`config.mk`:
```
export PLATFORM = sky130hd
export DESIGN_NAME = thread_sched
export DESIGN_NICKNAME = d
export VERILOG_FILES = /design/src/rtl/thread_sched.sv
export SDC_FILE = /design/constraint.sdc
export NUM_CORES = 1
export LEC_CHECK = 0
export CORE_UTILIZATION = 45
export DETAILED_ROUTE_END_ITERATION = 8
export PLACE_DENSITY = 0.73
export SKIP_CTS_REPAIR_TIMING = 1
export SLEW_MARGIN = 0
export SYNTH_ARGS = -nofsm -noshare
export SYNTH_HDL_FRONTEND = slang
export SYNTH_SLANG_ARGS = --single-unit
```
`constraint.sdc`:
```
create_clock -name clk -period 5.15 [get_ports clk]
set_input_delay 0.7725 -clock clk [delete_from_list [all_inputs] [get_ports clk]]
set_output_delay 0.7725 -clock clk [all_outputs]
set_load 0.005 [all_outputs]
```
`src/rtl/thread_sched.sv`:
```
// thread_sched: per-cycle round-robin scheduler for 8 hardware thread contexts.
// Tracks FREE/INIT/READY/WAIT per thread, allocates threads on spawn and emits the
// one-cycle init writeback, applies kills and timed stalls, and registers one
// READY thread per cycle onto trd_dec.
// Ports:
//   clk, rst                       clock, asynchronous active-high reset
//   pipe_stall                     freezes issue_vld, trd_dec and the RR pointer
//   spawn_req/spawn_data           spawn request and initial context value
//   spawn_ack/spawn_trd            combinational spawn grant and allocated thread
//   kill_vld/kill_trd              terminate a thread (thread 0 ignored)
//   stall_vld/stall_trd/stall_cyc  park a READY thread for max(stall_cyc,1) cycles
//   issue_vld/trd_dec              registered decode pick
//   init_wb/new_trd_wb/init_data_wb  registered init pulse to the regfile set
//   trd_active                     bit i set when thread i is not FREE
//   no_free                        combinational; no FREE thread among 1..7
// Build option: define THREAD_SCHED_T0_PRIO_EN to give thread 0 every other slot.
module thread_sched #(
    parameter int NUM_TRD = 8,
    parameter int STALL_W = 4
) (
    input  logic               clk,
    input  logic               rst,
    input  logic               pipe_stall,
    input  logic               spawn_req,
    input  logic [31:0]        spawn_data,
    output logic               spawn_ack,
    output logic [2:0]         spawn_trd,
    input  logic               kill_vld,
    input  logic [2:0]         kill_trd,
    input  logic               stall_vld,
    input  logic [2:0]         stall_trd,
    input  logic [STALL_W-1:0] stall_cyc,
    output logic               issue_vld,
    output logic [2:0]         trd_dec,
    output logic               init_wb,
    output logic [2:0]         new_trd_wb,
    output logic [31:0]        init_data_wb,
    output logic [NUM_TRD-1:0] trd_active,
    output logic               no_free
);
    typedef enum logic [1:0] {FREE, INIT, READY, WAIT} trd_state_e;

    trd_state_e         state_q [NUM_TRD];
    trd_state_e         state_d [NUM_TRD];
    logic [STALL_W-1:0] cnt_q   [NUM_TRD];
    logic [STALL_W-1:0] cnt_d   [NUM_TRD];
    logic [2:0]         ptr_q, ptr_d, trd_dec_q, trd_dec_d, new_trd_wb_q, new_trd_wb_d;
    logic [2:0]         spawn_idx, pick, idx;
    logic               issue_vld_q, issue_vld_d, init_wb_q, init_wb_d, found;
    logic [31:0]        init_data_wb_q, init_data_wb_d;
    logic [NUM_TRD-1:0] elig;

    // Lowest FREE thread in 1..7; index 0 doubles as "none free".
    always_comb begin
        spawn_idx = '0;
        for (int i = NUM_TRD - 1; i >= 1; i--)
            if (state_q[i] == FREE) spawn_idx = 3'(i);
        for (int i = 0; i < NUM_TRD; i++)
            trd_active[i] = state_q[i] != FREE;
        no_free   = spawn_idx == '0;
        spawn_ack = spawn_req & ~no_free;
        spawn_trd = spawn_ack ? spawn_idx : '0;
    end

    always_comb begin
        for (int i = 0; i < NUM_TRD; i++) begin
            state_d[i] = state_q[i];
            cnt_d[i]   = cnt_q[i];
            case (state_q[i])
                FREE:  if (spawn_ack && spawn_idx == 3'(i)) state_d[i] = INIT;
                INIT:  state_d[i] = READY;
                READY: if (stall_vld && stall_trd == 3'(i)) begin
                    state_d[i] = WAIT;
                    cnt_d[i]   = (stall_cyc == '0) ? STALL_W'(1) : stall_cyc;
                end
                WAIT: begin
                    cnt_d[i]   = cnt_q[i] - STALL_W'(1);
                    state_d[i] = (cnt_d[i] == '0) ? READY : WAIT;
                end
                default: state_d[i] = FREE;
            endcase
            // Kill overrides spawn and stall of the same thread.
            if (i != 0 && kill_vld && kill_trd == 3'(i)) begin
                state_d[i] = FREE;
                cnt_d[i]   = '0;
            end
            // Eligibility uses next state so the pick registered this cycle
            // already excludes threads stalled or killed now.
            elig[i] = state_d[i] == READY;
        end
    end

    always_comb begin
        found = 1'b0;
        pick  = trd_dec_q;
        idx   = '0;
        for (int k = 1; k <= NUM_TRD; k++) begin
            idx = ptr_q + 3'(k);
            if (!found && elig[idx]) begin
                pick  = idx;
                found = 1'b1;
            end
        end
`ifdef THREAD_SCHED_T0_PRIO_EN
        if (elig[0] && trd_dec_q != '0) begin
            pick  = '0;
            found = 1'b1;
        end
`else
`endif
        issue_vld_d    = pipe_stall ? issue_vld_q : found;
        trd_dec_d      = pipe_stall ? trd_dec_q : pick;
        ptr_d          = (pipe_stall || !found) ? ptr_q : pick;
        init_wb_d      = spawn_ack;
        new_trd_wb_d   = spawn_trd;
        init_data_wb_d = spawn_ack ? spawn_data : '0;
    end

    always_ff @(posedge clk or posedge rst) begin
        if (rst) begin
            state_q        <= '{0: READY, default: FREE};
            cnt_q          <= '{default: '0};
            ptr_q          <= 3'd7;
            issue_vld_q    <= 1'b0;
            trd_dec_q      <= '0;
            init_wb_q      <= 1'b0;
            new_trd_wb_q   <= '0;
            init_data_wb_q <= '0;
        end else begin
            state_q        <= state_d;
            cnt_q          <= cnt_d;
            ptr_q          <= ptr_d;
            issue_vld_q    <= issue_vld_d;
            trd_dec_q      <= trd_dec_d;
            init_wb_q      <= init_wb_d;
            new_trd_wb_q   <= new_trd_wb_d;
            init_data_wb_q <= init_data_wb_d;
        end
    end

    assign issue_vld    = issue_vld_q;
    assign trd_dec      = trd_dec_q;
    assign init_wb      = init_wb_q;
    assign new_trd_wb   = new_trd_wb_q;
    assign init_data_wb = init_data_wb_q;
endmodule

```
==> flow_summary.toml <==
[yosys]
synth_flop_cell = "dfrtp_1"
avgSynthCellArea_um2 = 8.43
ys_async_sr_fraction_pct = 100
synth_fp_nets = 801
synth.distinct_cells = 88
syn_inst = 735
ys_seq_area_share_pct = 36.8
syn_area_um2 = 6200
ys_warn_count = 0
synth_edf_count = 0
ys_seq_elements = 91

[setup_path]
endpoint_kind = "register"
crit_path_top_delay_cell = "nor4b_2"
cp_max_fo = 9
rrSetupSlack_ps = 1240
cpPeakStageDelay_ps = 700
critical_path_class = "input port to register"
start_kind = "input port"
crit_arrival_ps = 4340
crit_chain = "clkdlybuf4s50_1 -> nor4b_2 -> o21a_1 -> o21ai_1 -> inv_2 -> nor2_1 -> o32ai_1 -> a221o_1 -> o2111ai_2 -> nor3_4 -> nand2_1 -> mux2_2"
crit_required_ps = 5390

[clocking]
cts_buffers = 9
clk_pin_slew_ps = 60
tritoncts = "yes"
clock-sinks = 91
cts-root-buf = "clkbuf_16"
h-tree-depth = 3
clk_latency_ps = 350
clk_path_buf_depth = 2

[sta]
hold_violations = 0
finClkSkew_ps = 6.31
slew_violations = 0
setup_viol = 0
min_period_ps = 4100
post-route-period-util_pct = 79.6
worstMarginPinSlew_ps = 923
rsz0062_at_grt = "no"
tns_ps = 0
slew_headroom_pct = 38.4
fmax_mhz = 244

[placement]
dpl.hpwl_um = 14400
gp_congestion = 0.956
portBuffers = 100

[final_layout]
fill_cells = 1193
n_antenna_cell = 0
multiInputGateArea_um2 = 3620
nets = 889
mostFrequentLayoutCells = "clkdlybuf4s50_1 (100), nor2_1 (87), dfrtp_1 (87)"
final_common_cell = "clkdlybuf4s50_1"
regArea_um2 = 2280
drive_above_1_share_pct = 8.22
syn_to_final_growth_pct = 23.9

[floorplan]
rows = 42
boundaryPins = 101
die_w_um = 119
initial_core_util_pct = 46.4
dieHeight_um = 119
dieArea_um2 = 14200
coreArea_um2 = 13300

[global_routing]
antenna_found_initial = 0
grt_use_total_pct = 27.7
grt_max_degree = 53
grt.overflow.total = 0
first_global_vias = 5979
grt_pass1_wl_um = 30800

[routing]
drt_iter0_markers = 576
dr_total_vias = 6231
drc = 0
drt_pre_antenna_iters = 5
routed_wirelength_um = 19500
avgViaCountPerCell = 6.21
ant_nets = 0
routedWlPerCell_um = 19.5

[run]
max_cap_violations = 0

[pwr]
ir_drop_uv = 353
p_leak_nw = 3.17
p_per_area_nw_per_um2 = 667
fin_total_pwr_mw = 5.12

[hold_path]
hp-class = "register to register"

[run_status]
status = "finished clean"
-- synth_stat cells, drive strengths merged, types with 12 or more instances --
cell    instances  share of area (%)
nor2           88                5.4
and2           37                3.7
clkbuf         30                1.8
a31oi          12                1.3
inv            38                2.3
ha             18                3.6
a21oi          43                3.5
nand2          56                3.4
nor3           34                3.3
o21ai          57                4.9
nand3          17                1.4
a211oi         19                2.3
dfrtp          87                 35
-- area by class of cell --
type | instances | share of cell area [%]
timing repair buffer | 114 | 14.4
tap | 176 | 2.87
clock inverter | 5 | 0.799
clock buffer | 10 | 3.11
inverter | 40 | 1.97
sequential | 91 | 29.7
multi-input combinational | 567 | 47.1
-- final timing paths --
| kind | cells past startpoint | start | end |
|---|---|---|---|
| max in group asynchronous | 3 | rst | state_q[15] |
| min in group asynchronous | 2 | rst | init_data_wb[28] |
| max reg2reg | 12 | cnt_q[20] | trd_dec[2] |
| min | 1 | issue_vld | issue_vld |
| min reg2reg | 1 | issue_vld | issue_vld |
| max | 12 | stall_trd[2] | issue_vld |
-- layer usage --
layer / vias to the layer above / part of all wire, % / track usage (%)
met5: - / 0 / 0
met3: 47 / 7.4 / 6.08
met2: 290 / 47 / 44.4
met4: 0 / 3.3 / 13.0
li1: 2889 / - / -
met1: 3005 / 43 / 35.3
-- cell families (layout without fill, tap and decap cells) --
group	count (synthesis)	count (layout)	share of synthesized area, %
and+or+nand+nor	304	304	25.8
DFF	91	91	36.8
adders and majority gates	18	18	3.63
muxes	8	8	1.62
buffers and inverters	77	169	4.81
xor gates and xnor gates	9	9	1.27
AOI/OAI and AO/OA	228	228	26.0
-- state kept, by name, indices dropped and copies added (netlist names) --
register      cells
init_data_wb     32
new_trd_wb        3
issue_vld         1
trd_dec           3
state_q          16
cnt_q            32
init_wb           1
ptr_q             3
-- per-stage QoR --
stage                     setup WS [ps]  area, um2  util (%)  std cells  hold slack (ps)
after global placement              758       7380      55.3        988              502
final                              1050       7680      57.5       1003              515
after floorplan                    1430       6200         -        735              505
after global routing                872       7680      57.5       1003              533
after detailed placement            786       7380      55.3        988              506
after CTS                          1140       7680      57.5       1003              521
-- worst max-delay path: cells and delay by family --
family          cells  cell delay, ps
compound gates      5            1280
mux                 1             270
simple gates        4            1270
buf+inv             2             730
-- report_power, final --
part | switching (mW) | internal, mW | leakage [nW] | total, mW
Clock | 0.290 | 0.390 | 0.149 | 0.680
Combinational | 1.94 | 1.29 | 1.90 | 3.23
Sequential | 0.244 | 0.964 | 1.12 | 1.21
No activity file was read; power rests on OpenSTA's default activity.
